==> src/rtl/binary_div_6_seq.sv <==
// Iterative signed restoring divider, one quotient bit per enabled clock.
// Q truncates toward zero; R takes the dividend's sign; B==0 raises dz.
module binary_div_6_seq #(
  parameter int WIDTH = 6
) (
  input  logic                    clk,
  input  logic                    rst_n,
  input  logic                    en,
  input  logic                    start,
  input  logic signed [WIDTH-1:0] A,
  input  logic signed [WIDTH-1:0] B,
  output logic signed [WIDTH:0]   Q,
  output logic signed [WIDTH-1:0] R,
  output logic                    busy,
  output logic                    done,
  output logic                    dz
);

  localparam int CW = $clog2(WIDTH + 1);
  localparam logic [CW-1:0] LAST = CW'(WIDTH - 1);

  typedef enum logic [1:0] {
    S_IDLE,
    S_CALC,
    S_FIX,
    S_DONE
  } state_t;

  state_t r_state;
  state_t w_next;

  logic [CW-1:0]    r_cnt;
  logic [WIDTH-1:0] r_dvd;
  logic [WIDTH-1:0] r_dvs;
  logic [WIDTH-1:0] r_rem;
  logic [WIDTH-1:0] r_a;
  logic             r_sq;
  logic             r_sr;
  logic             r_dz;
  logic [WIDTH:0]   r_q;
  logic [WIDTH-1:0] r_r;
  logic             r_dzo;

  logic [WIDTH-1:0] w_abs_a;
  logic [WIDTH-1:0] w_abs_b;
  logic [WIDTH:0]   w_sh;
  logic [WIDTH:0]   w_trial;
  logic             w_qbit;
  logic [WIDTH:0]   w_qmag;
  logic [WIDTH:0]   w_qfix;
  logic [WIDTH-1:0] w_rfix;
  logic             w_bz;

  // Magnitude of the most negative value wraps to 2^(WIDTH-1) unsigned.
  assign w_abs_a = A[WIDTH-1] ? (~A + 1'b1) : A;
  assign w_abs_b = B[WIDTH-1] ? (~B + 1'b1) : B;
  assign w_bz    = (B == '0);

  assign w_sh    = {r_rem, r_dvd[WIDTH-1]};
  assign w_trial = w_sh - {1'b0, r_dvs};
  assign w_qbit  = ~w_trial[WIDTH];

  assign w_qmag  = {1'b0, r_dvd};
  assign w_qfix  = r_sq ? (~w_qmag + 1'b1) : w_qmag;
  assign w_rfix  = r_sr ? (~r_rem + 1'b1) : r_rem;

  always_ff @(posedge clk or negedge rst_n) begin
    if (!rst_n) begin
      r_state <= S_IDLE;
    end else if (en) begin
      r_state <= w_next;
    end
  end

  always_comb begin
    w_next = r_state;
    unique case (r_state)
      S_IDLE: if (start) w_next = w_bz ? S_FIX : S_CALC;
      S_CALC: if (r_cnt == LAST) w_next = S_FIX;
      S_FIX:  w_next = S_DONE;
      S_DONE: w_next = S_IDLE;
      default: w_next = S_IDLE;
    endcase
  end

  always_ff @(posedge clk or negedge rst_n) begin
    if (!rst_n) begin
      r_cnt <= '0;
      r_dvd <= '0;
      r_dvs <= '0;
      r_rem <= '0;
      r_a   <= '0;
      r_sq  <= 1'b0;
      r_sr  <= 1'b0;
      r_dz  <= 1'b0;
      r_q   <= '0;
      r_r   <= '0;
      r_dzo <= 1'b0;
    end else if (en) begin
      unique case (r_state)
        S_IDLE: begin
          if (start) begin
            r_dvd <= w_abs_a;
            r_dvs <= w_abs_b;
            r_sq  <= A[WIDTH-1] ^ B[WIDTH-1];
            r_sr  <= A[WIDTH-1];
            r_rem <= '0;
            r_cnt <= '0;
            r_dz  <= w_bz;
            r_a   <= A;
          end
        end
        S_CALC: begin
          r_rem <= w_qbit ? w_trial[WIDTH-1:0] : w_sh[WIDTH-1:0];
          r_dvd <= {r_dvd[WIDTH-2:0], w_qbit};
          r_cnt <= r_cnt + 1'b1;
        end
        S_FIX: begin
          r_q   <= r_dz ? '0 : w_qfix;
          r_r   <= r_dz ? r_a : w_rfix;
          r_dzo <= r_dz;
        end
        default: ;
      endcase
    end
  end

  assign Q    = r_q;
  assign R    = r_r;
  assign dz   = r_dzo;
  assign busy = (r_state == S_CALC) || (r_state == S_FIX);
  assign done = (r_state == S_DONE);

endmodule

==> config.mk <==
export PLATFORM = sky130hd
export DESIGN_NAME = binary_div_6_seq
export DESIGN_NICKNAME = d
export VERILOG_FILES = /design/src/rtl/binary_div_6_seq.sv
export SDC_FILE = /design/constraint.sdc
export NUM_CORES = 1
export LEC_CHECK = 0
export ABC_AREA = 1
export BUFFER_PORTS_ARGS = -buffer_cell sky130_fd_sc_hd__buf_2
export CORE_ASPECT_RATIO = 1.1
export CORE_MARGIN = 2
export CORE_UTILIZATION = 60
export DETAILED_ROUTE_END_ITERATION = 16
export PLACE_DENSITY = 0.91
export SYNTH_ARGS = -nofsm -noshare
export SYNTH_HDL_FRONTEND = slang
export SYNTH_SLANG_ARGS = --single-unit
==> constraint.sdc <==
create_clock -name clk -period 5 [get_ports clk]
set_input_delay 0.5 -clock clk [delete_from_list [all_inputs] [get_ports clk]]
set_output_delay 0.5 -clock clk [all_outputs]
set_load 0.02 [all_outputs]
=== Yosys cells after proc, flatten, opt, wreduce, memory -nomap -nowiden ===
Index checks and enable logic that the tools add are counted.

* Input port bits: 16
* Bits in writable memories: 0
* Bits in latches: 0
* Word-level logic and storage cells: 55
* Memory bits (read-only): 0
* Memories: 0
* Register bits: 46
* Output and inout bits: 16

* Reductions and logical operators: 8
* Eq/ne operators: 6
* Bitwise logic cells: 6
* Shift-type cells: 0
* Order comparisons: 0
* Multipliers: 0
* Divide/modulo/power cells: 0
* $add $sub $neg: 6
* Multiplexer cells: 17

{| class="wikitable"
|+ Operator list
! operator !! count
|-
| $mux 6 || 7
|-
| $pmux 6 s2 || 2
|-
| $add 6x1->6 const B || 3
|-
| $not 6->6 || 3
|-
| $mux 7 || 2
|-
| $reduce_and 3->1 || 3
|-
| $pmux 2 s4 || 1
|-
| $add 7x1->7 const B || 1
|-
| $not 6->7 || 1
|-
| $sub 7x6->7 || 1
|-
| $logic_not 6->1 || 1
|-
| $mux 2 || 3
|-
| $pmux 3 s2 || 1
|-
| $eq 2x2->1 const B || 2
|-
| $ne 2x2->1 const B || 2
|-
| $add 3x1->3 const B || 1
|-
| $eq 3x3->1 const B || 1
|-
| $mux 3 || 1
|-
| $eq 2x1->1 const B || 1
|-
| $logic_not 2->1 || 1
|-
| $reduce_and 2->1 || 1
|-
| $reduce_bool 2->1 || 1
|-
| $logic_or 1x1->1 || 1
|-
| $not 1->1 || 1
|-
| $xor 1x1->1 || 1
|}

=== Logic depth before layout (Yosys ltp) ===
* Depth after elaboration: 5
* Gate-level depth with buffers: 13
* Mapped depth without buffers: 13

=== Least setup slack after synthesis ===
OpenSTA, ideal clock, no wires.

* Path kind: register to register
* From: reg r_dvd[5]
* To: reg r_dvd[0]
* Data required time: 4.877 ns
* Arrival: 1.740 ns
* Library setup time: 0.123 ns
* Clock period less this slack: 1.863 ns
* Path slack: 3.137 ns
* Cell stages (with the launch flop): 13
* Path buffers: 0
* Path through: dfrtp_1 -> inv_1 -> ha_1 -> inv_1 -> fa_1 -> nand2_1 -> nand2_1 -> nand3_2 -> nand2_1 -> nand2_2 -> nand2_4 -> o21ai_0 -> nand2_1

* Longest elaborated chain between the ends: 3

{| class="wikitable"
|+ RTL lines
! what !! line !! text
|-
| start, declared || 33 || <nowiki>logic [WIDTH-1:0] r_dvd;</nowiki>
|-
| start signal, assigned || 103 || <nowiki>r_dvd <= w_abs_a;</nowiki>
|-
| start signal, assigned || 115 || <nowiki>r_dvd <= {r_dvd[WIDTH-2:0], w_qbit};</nowiki>
|-
| $sub 7x6->7 || 60 || <nowiki>assign w_trial = w_sh - {1'b0, r_dvs};</nowiki>
|-
| $not 1->1 || 61 || <nowiki>assign w_qbit = ~w_trial[WIDTH];</nowiki>
|-
| $pmux 6 s2 || 100 || <nowiki>unique case (r_state)</nowiki>
|}

No other way between the ends.
A chain may end at the register's enable or synchronous reset.

=== Worst setup path after layout ===
Same ends and word-level chain as after synthesis.

==> PnR_summary.wiki <==
{| class="wikitable"
! Metric !! Value
|-
| Endpoint kind of the worst setup timing path || flop
|-
| Post-synth top flop || dfrtp_1
|-
| Number of H-tree levels || 2
|-
| Final-report hold violation count || 0
|-
| Antenna violations before repair || 0
|-
| Global-route usage over all layers || 27.02%
|-
| Warnings, synthesis || 0
|-
| Number of routed nets with antenna violations || 0
|-
| CTS Hold Bufs || 0
|-
| Detailed Route WL || about 5.9 mm
|-
| Number of distinct library cells after synthesis || 31
|-
| Worst clock skew on the final layout || 3.615 ps
|-
| Routed vias/inst || 5.502
|-
| Critical path's most frequent cell || nand2_1
|-
| Data required time at the worst endpoint || around 5200 ps
|-
| Setup repair after global routing missed its margin || false
|-
| Chip width || 68.04 um
|-
| Count of flip-flops with a built-in enable after synthesis || 0
|-
| DIE AREA || 0.005065 mm^2
|-
| Fraction of final layout cells with drive strength greater than 1 || 13.95%
|-
| Routed vias || 2388
|-
| Post-CTS setup buffers || 0
|-
| Final Critical Period || 2105 ps
|-
| Total nets after synthesis || between 300 and 400
|-
| Leftover overflow at the end of global routing || 0
|-
| Mapped Cells || around 350
|-
| Antenna diodes || 0
|-
| Total Neg Setup Slack || 0 ps
|-
| Setup slack on the worst flop-to-flop path || approximately 2900 ps
|-
| Upper clock frequency limit || approximately 480 MHz
|-
| Launching point of the worst reg2reg path || r_dvd[5]
|-
| Critical path type || flop to flop
|-
| Clk Tree Root Cell || clkbuf_8
|-
| Number of global-route vias before repair || 2327
|-
| Maximum fanout encountered on the critical timing path || 7
|-
| Count of instances resized after the clock tree is built || 0
|-
| Slowest cell on the critical path || fa_1
|-
| Growth of design area from synthesis to finish || 10.77%
|-
| Most common cell after layout, fill and taps aside || nand2_1
|-
| Status || complete, no violations
|-
| Crit path max-delay family || simple AND/OR/NAND/NOR gates
|-
| Actual transition at the worst max-transition pin || 975.6 ps
|-
| Final core utilization || between 60% and 70%
|-
| Worst Setup SP || r_dvd[5]
|-
| Number of clock sinks || between 40 and 50
|-
| Worst max-slew margin expressed relative to the limit || 34.96%
|-
| Worst IR Drop VDD || 0.0003252 V
|-
| Clock tree from TritonCTS || built
|-
| Core region area || 0.004317 mm^2
|-
| Static leakage power || around 0.0016 uW
|-
| Logic depth of the worst register-to-register path || 12
|-
| Number of nets in the finished design || 412
|-
| Top-Level Pins || 32
|-
| Hold Path Class || primary input to asynchronous set/reset pin
|-
| HPWL after detailed placement || 4.424 mm
|-
| DR WL/cell || 13.71 um
|-
| Effective utilization at floorplan || 62.70%
|-
| Largest net degree at the start of global routing || between 40 and 50
|-
| Critical Path, Cell by Cell || inv_1 -> ha_1 -> inv_1 -> fa_1 -> nand2_1 -> nand2_1 -> nand3_2 -> nand2_1 -> nand2_2 -> nand2_4 -> o21ai_0 -> nand2_1
|-
| CP bufs+invs || 2
|-
| Cell row count || 25
|-
| Count of state elements after synthesis || 45
|-
| Clock buffers created by TritonCTS || 5
|-
| Port Buffers || 31
|-
| Mean cell area of the mapped netlist || 7.799 um^2
|-
| Final count of negative-setup-slack endpoints || 0
|-
| Number of fill cells in the layout || 315
|-
| Capture point of the worst reg-to-reg path || r_dvd[0]
|-
| Number of design rule violations left after detail routing || 0
|-
| Seq/Total Area, Yosys || 41.61%
|-
| Clk_lat worst skew || 300 ps
|-
| Number of search-and-repair iterations in the first detailed-routing pass || 5
|-
| Period utilization || a little over two fifths
|-
| Routability-driven placement congestion ratio || 0.8904
|-
| Number of maximum-capacitance violations || 0
|-
| Biggest cell delay along the critical path || 410 ps
|-
| Power density over cell area || 664.9 mW/mm^2
|-
| Number of DRC markers after the initial detailed-route iteration || 196
|-
| Arrival @ worst endpoint || around 2300 ps
|-
| Global-route wire length before repair || 10.18 mm
|-
| Critical Path Start Type || flop
|-
| Buffer levels on the longest clock path || 2
|-
| Commonest cells after routing, fill and taps aside || nand2_1 (95), inv_1 (48), dfrtp_1 (45)
|-
| Async set-reset flop share out of synthesis || 100.0%
|-
| Vertical die dimension || between 70 and 80 um
|-
| Clock-pin slew reported for the worst setup and hold paths after clock tree synthesis || 80 ps
|-
| Final Max Slew Viols || 0
|-
| Cell area after synthesis || 0.002706 mm^2
|}
## worst max path at each step
| stage | endpoint | slack [ps] | cells after the start |
|---|---|---|---|
| finish | r_dvd[0] | 2900 | 12 |
| global route | r_dvd[0] | 2710 | 12 |
| CTS | r_dvd[0] | 2900 | 12 |
| detailed placement | r_dvd[0] | 2960 | 12 |
| global placement | r_dvd[0] | 3020 | 12 |
| floorplan | r_dvd[0] | 3140 | 12 |
## layout make-up
cell class              instances  area [um^2]  share of cell area (%)
clock buffers                   7        96.34                   3.214
well taps                      54        67.56                   2.254
inverters                      52        195.2                   6.511
flip-flops and latches         45         1126                   37.56
multi-input cells             244         1353                   45.12
repair buffers                 31        155.1                   5.175
clock inverters                 1        5.005                  0.1669
## through the flow
step | std cells | cell area (um^2) | total power (uW) | hold WS [ps] | setup slack (ps)
4_1_cts | 434 | 2998 | 1987 | 395.0 | 2904
3_3_place_gp | 426 | 2897 | 1663 | 458.8 | 3025
2_1_floorplan | 347 | 2706 | 1451 | 204.4 | 3137
3_5_place_dp | 426 | 2897 | 1725 | 462.2 | 2956
5_1_grt | 434 | 2998 | 2176 | 441.3 | 2709
6_report | 434 | 2998 | 1993 | 352.6 | 2896
## sequential cells by signal, summed over array words and instances, names as in the netlist
register  cells
dz            1
r_dvs         6
r_a           6
r_rem         6
r_sq          1
r_state       2
R             6
r_dz          1
Q             7
r_dvd         6
r_cnt         3
## cell usage after synthesis (2+ instances only)
master / number / share of area, %
ha_1: 16 / 7.4
inv_1: 48 / 6.7
nor2_1: 13 / 1.8
buf_2: 2 / 0.37
o21ai_0: 40 / 7.4
xor2_1: 9 / 2.9
dfrtp_1: 45 / 42
nand3_1: 28 / 5.2
nand2_1: 95 / 13
nor3_1: 2 / 0.37
o22ai_1: 6 / 1.4
nor2_4: 3 / 1.2
clkbuf_1: 3 / 0.42
xnor2_1: 3 / 0.97
inv_2: 4 / 0.55
nand4_1: 2 / 0.46
a21oi_1: 14 / 2.6
## routing by layer
| metal | wire length (um) | vias to the layer above | share of wire (%) | track usage (%) |
|---|---|---|---|---|
| met5 | 0 | - | 0 | 0 |
| met4 | 186 | 0 | 3.1 | 12.44 |
| met3 | 310 | 25 | 5.2 | 4.841 |
| met2 | 2953 | 84 | 50 | 44.44 |
| met1 | 2497 | 1092 | 42 | 34.55 |
| li1 | - | 1187 | - | - |
## cells by family (layout without fill, tap and decap cells)
group                    after synthesis  after routing  synth area share, %
AO/OA/AOI/OAI                         66             66                13.59
XOR/XNOR                              12             12                3.884
adder cells (fa/ha/maj)               17             17                8.137
buffers and inverters                 58             91                8.414
flip-flops                            45             45                41.61
AND/OR/NAND/NOR                      149            149                24.36
## where the power goes
part / internal (uW) / switching, uW / leakage [uW] / total [uW]
Combinational: 385 / 719 / 0.000971 / 1100
Clock: 125 / 121 / 0.0000542 / 246
Sequential: 526 / 117 / 0.000570 / 643
Total: 1040 / 957 / 0.00159 / 1990
## worst reg2reg max path: stages (launching register included)
cell	delay [ps]
dfrtp_1	390
inv_1	150
ha_1	160
inv_1	70
fa_1	410
nand2_1	80
nand2_1	70
nand3_2	100
nand2_1	90
nand2_2	160
nand2_4	90
o21ai_0	150
nand2_1	70
No activity file was read; power rests on OpenSTA's default activity.
